**src/rtl/serial_digit_adder_pkg.sv**
```systemverilog
// Shared definitions for the digit-serial add/subtract unit.
//   state_t    : FSM encoding (ST_IDLE, ST_RUN)
//   n_digits   : number of digits per operand (W/D)
//   cnt_width  : digit counter width, clog2(N) with a floor of 1
package serial_digit_adder_pkg;

  typedef enum logic {
    ST_IDLE = 1'b0,
    ST_RUN  = 1'b1
  } state_t;

  function automatic int n_digits(input int w, input int d);
    return w / d;
  endfunction

  function automatic int cnt_width(input int n);
    return (n > 1) ? $clog2(n) : 1;
  endfunction

endpackage

```
**src/rtl/serial_digit_adder_digit_adder.sv**
```systemverilog
// digit_adder: combinational D-bit ripple of full-adder cells.
//   i_x, i_y [D-1:0] : digit operands
//   i_ci             : carry into bit 0
//   o_s  [D-1:0]     : digit sum
//   o_co             : carry out of bit D-1
//   o_cmsb           : carry into bit D-1 (feeds the overflow detect)
module digit_adder #(
  parameter int D = 1
) (
  input  logic [D-1:0] i_x,
  input  logic [D-1:0] i_y,
  input  logic         i_ci,
  output logic [D-1:0] o_s,
  output logic         o_co,
  output logic         o_cmsb
);

  logic [D:0] w_c;

  assign w_c[0] = i_ci;

  for (genvar k = 0; k < D; k++) begin : g_fa
    assign o_s[k]     = i_x[k] ^ i_y[k] ^ w_c[k];
    assign w_c[k+1]   = (i_x[k] & i_y[k]) | (w_c[k] & (i_x[k] ^ i_y[k]));
  end

  assign o_co   = w_c[D];
  assign o_cmsb = w_c[D-1];

endmodule

```
**src/rtl/serial_digit_adder.sv**
```systemverilog
// serial_digit_adder: multi-cycle add/subtract, D bits per clock, LSB first,
// N = W/D RUN cycles per operation.
//   i_clk, i_rst_n : clock (rising edge), async active-low reset
//   i_start        : request, sampled only while idle
//   i_sub          : 0 -> A+B, 1 -> A-B (A + ~B + 1); latched with i_start
//   i_a, i_b [W]   : operands, latched with i_start
//   o_busy         : operation in progress
//   o_done         : one-cycle pulse, o_s/o_co/o_ov valid
//   o_s [W]        : result, held until the next operation's final edge
//   o_co           : carry out of the MSB (subtract: 1 = no borrow)
//   o_ov           : two's-complement overflow
module serial_digit_adder
  import serial_digit_adder_pkg::*;
#(
  parameter int W = 8,
  parameter int D = 1
) (
  input  logic         i_clk,
  input  logic         i_rst_n,
  input  logic         i_start,
  input  logic         i_sub,
  input  logic [W-1:0] i_a,
  input  logic [W-1:0] i_b,
  output logic         o_busy,
  output logic         o_done,
  output logic [W-1:0] o_s,
  output logic         o_co,
  output logic         o_ov
);

  localparam int N  = n_digits(W, D);
  localparam int CW = cnt_width(N);
  localparam logic [CW-1:0] LAST = CW'(N - 1);

  if (W < 2 || D < 1 || D > W || (W % D) != 0) begin : g_bad_param
    $error("serial_digit_adder: need W >= 2, 1 <= D <= W, W %% D == 0");
  end

  state_t         r_state;
  logic [W-1:0]   r_opa;
  logic [W-1:0]   r_opb;
  logic [W-1:0]   r_acc;
  logic [CW-1:0]  r_cnt;
  logic           r_carry;
  logic           r_busy;
  logic           r_done;
  logic [W-1:0]   r_s;
  logic           r_co;
  logic           r_ov;

  logic [D-1:0]   w_sum;
  logic           w_co;
  logic           w_cmsb;
  logic [W-1:0]   w_acc_nxt;

  digit_adder #(.D(D)) u_digit (
    .i_x    (r_opa[D-1:0]),
    .i_y    (r_opb[D-1:0]),
    .i_ci   (r_carry),
    .o_s    (w_sum),
    .o_co   (w_co),
    .o_cmsb (w_cmsb)
  );

  // New digit enters at the MSB end; after N digits the LSB digit has
  // reached bit 0. Written as shift/or so D == W needs no special case.
  assign w_acc_nxt = (r_acc >> D) | (W'(w_sum) << (W - D));

  always_ff @(posedge i_clk or negedge i_rst_n) begin
    if (!i_rst_n) begin
      r_state <= ST_IDLE;
      r_opa   <= '0;
      r_opb   <= '0;
      r_acc   <= '0;
      r_cnt   <= '0;
      r_carry <= 1'b0;
      r_busy  <= 1'b0;
      r_done  <= 1'b0;
      r_s     <= '0;
      r_co    <= 1'b0;
      r_ov    <= 1'b0;
    end else begin
      case (r_state)
        ST_IDLE: begin
          r_done <= 1'b0;
          if (i_start) begin
            r_opa   <= i_a;
            r_opb   <= i_sub ? ~i_b : i_b;
            r_carry <= i_sub;            // the +1 of two's-complement negate
            r_cnt   <= '0;
            r_busy  <= 1'b1;
            r_state <= ST_RUN;
          end
        end
        ST_RUN: begin
          r_opa   <= r_opa >> D;
          r_opb   <= r_opb >> D;
          r_acc   <= w_acc_nxt;
          r_carry <= w_co;
          r_cnt   <= r_cnt + CW'(1);
          if (r_cnt == LAST) begin
            r_s     <= w_acc_nxt;
            r_co    <= w_co;
            // last digit's carry into bit D-1 is the carry into bit W-1
            r_ov    <= w_cmsb ^ w_co;
            r_done  <= 1'b1;
            r_busy  <= 1'b0;
            r_cnt   <= '0;
            r_state <= ST_IDLE;
          end
        end
        default: r_state <= ST_IDLE;
      endcase
    end
  end

  assign o_busy = r_busy;
  assign o_done = r_done;
  assign o_s    = r_s;
  assign o_co   = r_co;
  assign o_ov   = r_ov;

endmodule

```
**config.mk**
```make
export PLATFORM = sky130hd
export DESIGN_NAME = serial_digit_adder
export DESIGN_NICKNAME = d
export VERILOG_FILES = /design/src/rtl/serial_digit_adder_pkg.sv /design/src/rtl/serial_digit_adder_digit_adder.sv /design/src/rtl/serial_digit_adder.sv
export SDC_FILE = /design/constraint.sdc
export NUM_CORES = 1
export LEC_CHECK = 0
export ABC_AREA = 1
export CAP_MARGIN = 10
export CORE_ASPECT_RATIO = 0.7
export CORE_MARGIN = 8
export CORE_UTILIZATION = 56
export CTS_CLUSTER_DIAMETER = 200
export DETAILED_ROUTE_END_ITERATION = 8
export PLACE_DENSITY_LB_ADDON = 0.08
export SYNTH_ARGS = -nofsm -noshare
export SYNTH_HDL_FRONTEND = slang
export SYNTH_SLANG_ARGS = --single-unit
export TNS_END_PERCENT = 30
```
**constraint.sdc**
```tcl
create_clock -name i_clk -period 2.87 [get_ports i_clk]
set_input_delay 0.287 -clock i_clk [delete_from_list [all_inputs] [get_ports i_clk]]
set_output_delay 0.287 -clock i_clk [all_outputs]
set_load 0.05 [all_outputs]
```
==> impl_metrics.py <==
metrics = {
    "status": {
        "status": "finished clean",
    },
    "synthesis": {
        "syn_nets": 251,
        "synth-xor-area-share_pct": 0,
        "yosys_register_bits": 40,
        "synth_cells": 227,
        "yosysSeqAreaShare_pct": 54.0,
        "synthFlopType": "dfrtp_1",
        "netlist_area_um2": 1850,
        "synth_top_area_share_pct": 54.0,
        "synth_top_family_by_area": "simple AND/OR/NAND/NOR gates",
        "synth-simple-area-share_pct": 27.3,
        "synthArstFlopShare_pct": 100,
        "yosys.cell_types.count": 16,
        "synth_most_common_cell": "nand2_1",
        "yosysTopAreaCell": "dfrtp_1",
        "synth_edf_count": 0,
        "synth.area.top_cells": "dfrtp_1 (54%), nand2_1 (22%), inv_1 (5.3%), o21ai_0 (4.1%), nand3_1 (2.4%)",
        "ys_warn_count": 0,
        "synth_common_cells": "nand2_1 (107), dfrtp_1 (40), inv_1 (26), o21ai_0 (15), nand3_1 (9)",
        "synth-compound-area-share_pct": 5.94,
        "synth_fa_ha_area_share_pct": 3.11,
        "synthMuxAreaShare_pct": 0,
        "avgSynthCellArea_um2": 8.16,
    },
    "detailed_routing": {
        "dr.pass1.iters": 6,
        "vias": 1407,
        "route.detailed.drc": 0,
        "vias_per_cell": 4.77,
        "wirelength_um": 3300,
        "postRouteAntennaNets": 0,
        "wire_per_inst_um": 11.2,
        "first_iter_violations": 62,
    },
    "power": {
        "combPwrFrac_pct": 39.8,
        "p_sw_share_pct": 39.7,
        "p_sw_uw": 973,
        "internal-power_uw": 1480,
        "p_leak_uw": 0.00124,
        "p_per_area_nw_per_um2": 1080,
        "p_clk_share_pct": 21.5,
        "seq_power_share_pct": 38.8,
        "vdd_drop_max_mv": 0.542,
    },
    "finish": {
        "syn_to_final_growth_pct": 22.7,
        "final_cells": 295,
        "diodes": 0,
        "fin_nets": 281,
        "regArea_um2": 1000,
        "drive_above_1_share_pct": 5.84,
        "multiInputGateArea_um2": 673,
        "fillers": 268,
    },
    "critical_path": {
        "reg2reg_from": "r_state",
        "endpoint_kind": "output port",
        "path_delay_family": "buffers and inverters",
        "cpPeakStageDelay_ns": 0.81,
        "worstPathRequired_ns": 2.58,
        "crit_start": "o_busy",
        "cp.arrival_ns": 1.45,
        "path_buf_inv": 1,
        "cpMaxStageDelayCell": "clkdlybuf4s50_1",
        "crit_chain": "clkdlybuf4s50_1",
        "cp_max_fo": 2,
        "startpoint_type": "register",
        "critPathKind": "register to output port",
    },
    "floorplan": {
        "start_util_pct": 58.9,
        "core_um2": 3150,
        "rows": 17,
        "die_area_um2": 5430,
        "die_h_um": 64.1,
        "pin_count": 32,
        "die_width_um": 84.8,
    },
    "sta": {
        "tightest_slew_ns": 0.847,
        "setup_viol": 0,
        "finalWorstSetupSlack_ns": 1.13,
        "slew-limit-headroom_pct": 43.5,
        "post-route-period-util_pct": 60.7,
        "fin_setup_tns_ns": 0,
        "fmax_mhz": 574,
        "skew_ns": 0.00736,
        "rsz0062_at_grt": "no",
        "final_max_slew_viol_count": 0,
        "hold_violations": 0,
        "finalCriticalPeriod_ns": 1.74,
    },
    "placed_design": {
        "place_inst": 288,
        "pre_cts_ws_ns": 1.34,
        "numPortBuffers": 31,
        "hpwl_um": 2350,
        "gp_congestion": 0.735,
    },
    "global_route": {
        "grt_max_degree": 41,
        "grt_pass1_vias": 1389,
        "grt_pass1_wl_um": 6040,
        "antenna_found_initial": 0,
        "grt_overflow": 0,
        "grt_usage_pct": 13.6,
    },
    "clock_tree": {
        "ctsResizeCount": 0,
        "cts_root_buffer": "clkbuf_8",
        "htree_levels": 2,
        "clk_pin_slew_ns": 0.08,
        "clk-insertion-delay-late_ns": 0.29,
        "postCtsHoldBufs": 0,
        "cts_max_path_buffers": 2,
        "cts_setup_buffers": 0,
        "cts.sinks": 40,
        "cts_tree": "built",
        "cts_buffers": 5,
    },
    "worst_hold_path": {
        "min_path_type": "input pin to asynchronous set/reset pin",
    },
    "run": {
        "cap_viol_max_count": 0,
    },
}
## cells by family after synthesis
group / Yosys count
fa+ha+maj: 4
buf+inv: 37
simple gates: 124
compound gates: 22
flops: 40
## power groups by stage
stage	Clock, uW	Sequential [uW]	Combinational, uW
floorplan	0	1160	524
global placement	0	955	967
detailed placement	0	960	986
CTS	535	953	992
global route	554	989	1100
finish	527	952	976
## final timing paths
check / endpoint / slack [ns] / cells past startpoint
min in group i_clk: r_opb[6] / 0.48 / 2
max reg2reg: r_opb[2] / 1.45 / 5
min: r_opb[7] / 0.11 / 1
max: o_busy / 1.13 / 1
max in group asynchronous: r_opb[2] / 2.24 / 1
min reg2reg: r_opb[6] / 0.48 / 2
## final cells by class
type	instances	share of cell area, %
Clock buffer	5	3.03
Clock inverter	2	2.64
Inverter	28	4.84
Multi-Input combinational cell	150	29.6
Sequential cell	40	44.0
Tap cell	38	2.09
Timing Repair Buffer	32	13.8
## sequential cells by signal, indices dropped and copies added, names as in the netlist
name,count
o_s,8
r_opb,8
o_done,1
r_state,1
o_ov,1
r_carry,1
r_opa,8
r_acc,7
o_busy,1
r_cnt,3
o_co,1
## per-layer routing
| metal | GRT usage [%] | vias up | part of all wire, % |
|---|---|---|---|
| met5 | 0 | - | 0 |
| met4 | 4.64 | 0 | 1.3 |
| met3 | 4.85 | 6 | 5.5 |
| met2 | 21.7 | 32 | 43 |
| met1 | 16.9 | 628 | 50 |
| li1 | - | 741 | - |
## cell usage in the layout (no fill, tap or decap)
cell and instances:
inv_1 26, inv_4 2, nand3_1 9, fa_1 1, o21ai_0 15, nand2_1 107
clkbuf_8 5, buf_4 1, nand3_2 1, nand2_4 2, ha_1 3, a21oi_1 7
dfrtp_1 40, bufinv_16 2, clkdlybuf4s50_1 30, nor2_4 1, buf_2 1, nor2_1 4
## per-stage QoR
| step | cell area [um2] | util (%) | total power, uW | hold WS, ns |
|---|---|---|---|---|
| 2_1_floorplan | 1850 | - | 1680 | -0.00859 |
| 3_3_place_gp | 2140 | 68.1 | 1920 | 0.452 |
| 3_5_place_dp | 2140 | 68.1 | 1950 | 0.439 |
| 4_1_cts | 2270 | 72.2 | 2480 | 0.136 |
| 5_1_grt | 2270 | 72.2 | 2640 | 0.194 |
| 6_report | 2270 | 72.2 | 2450 | 0.106 |
(Power assumes the default switching activity.)
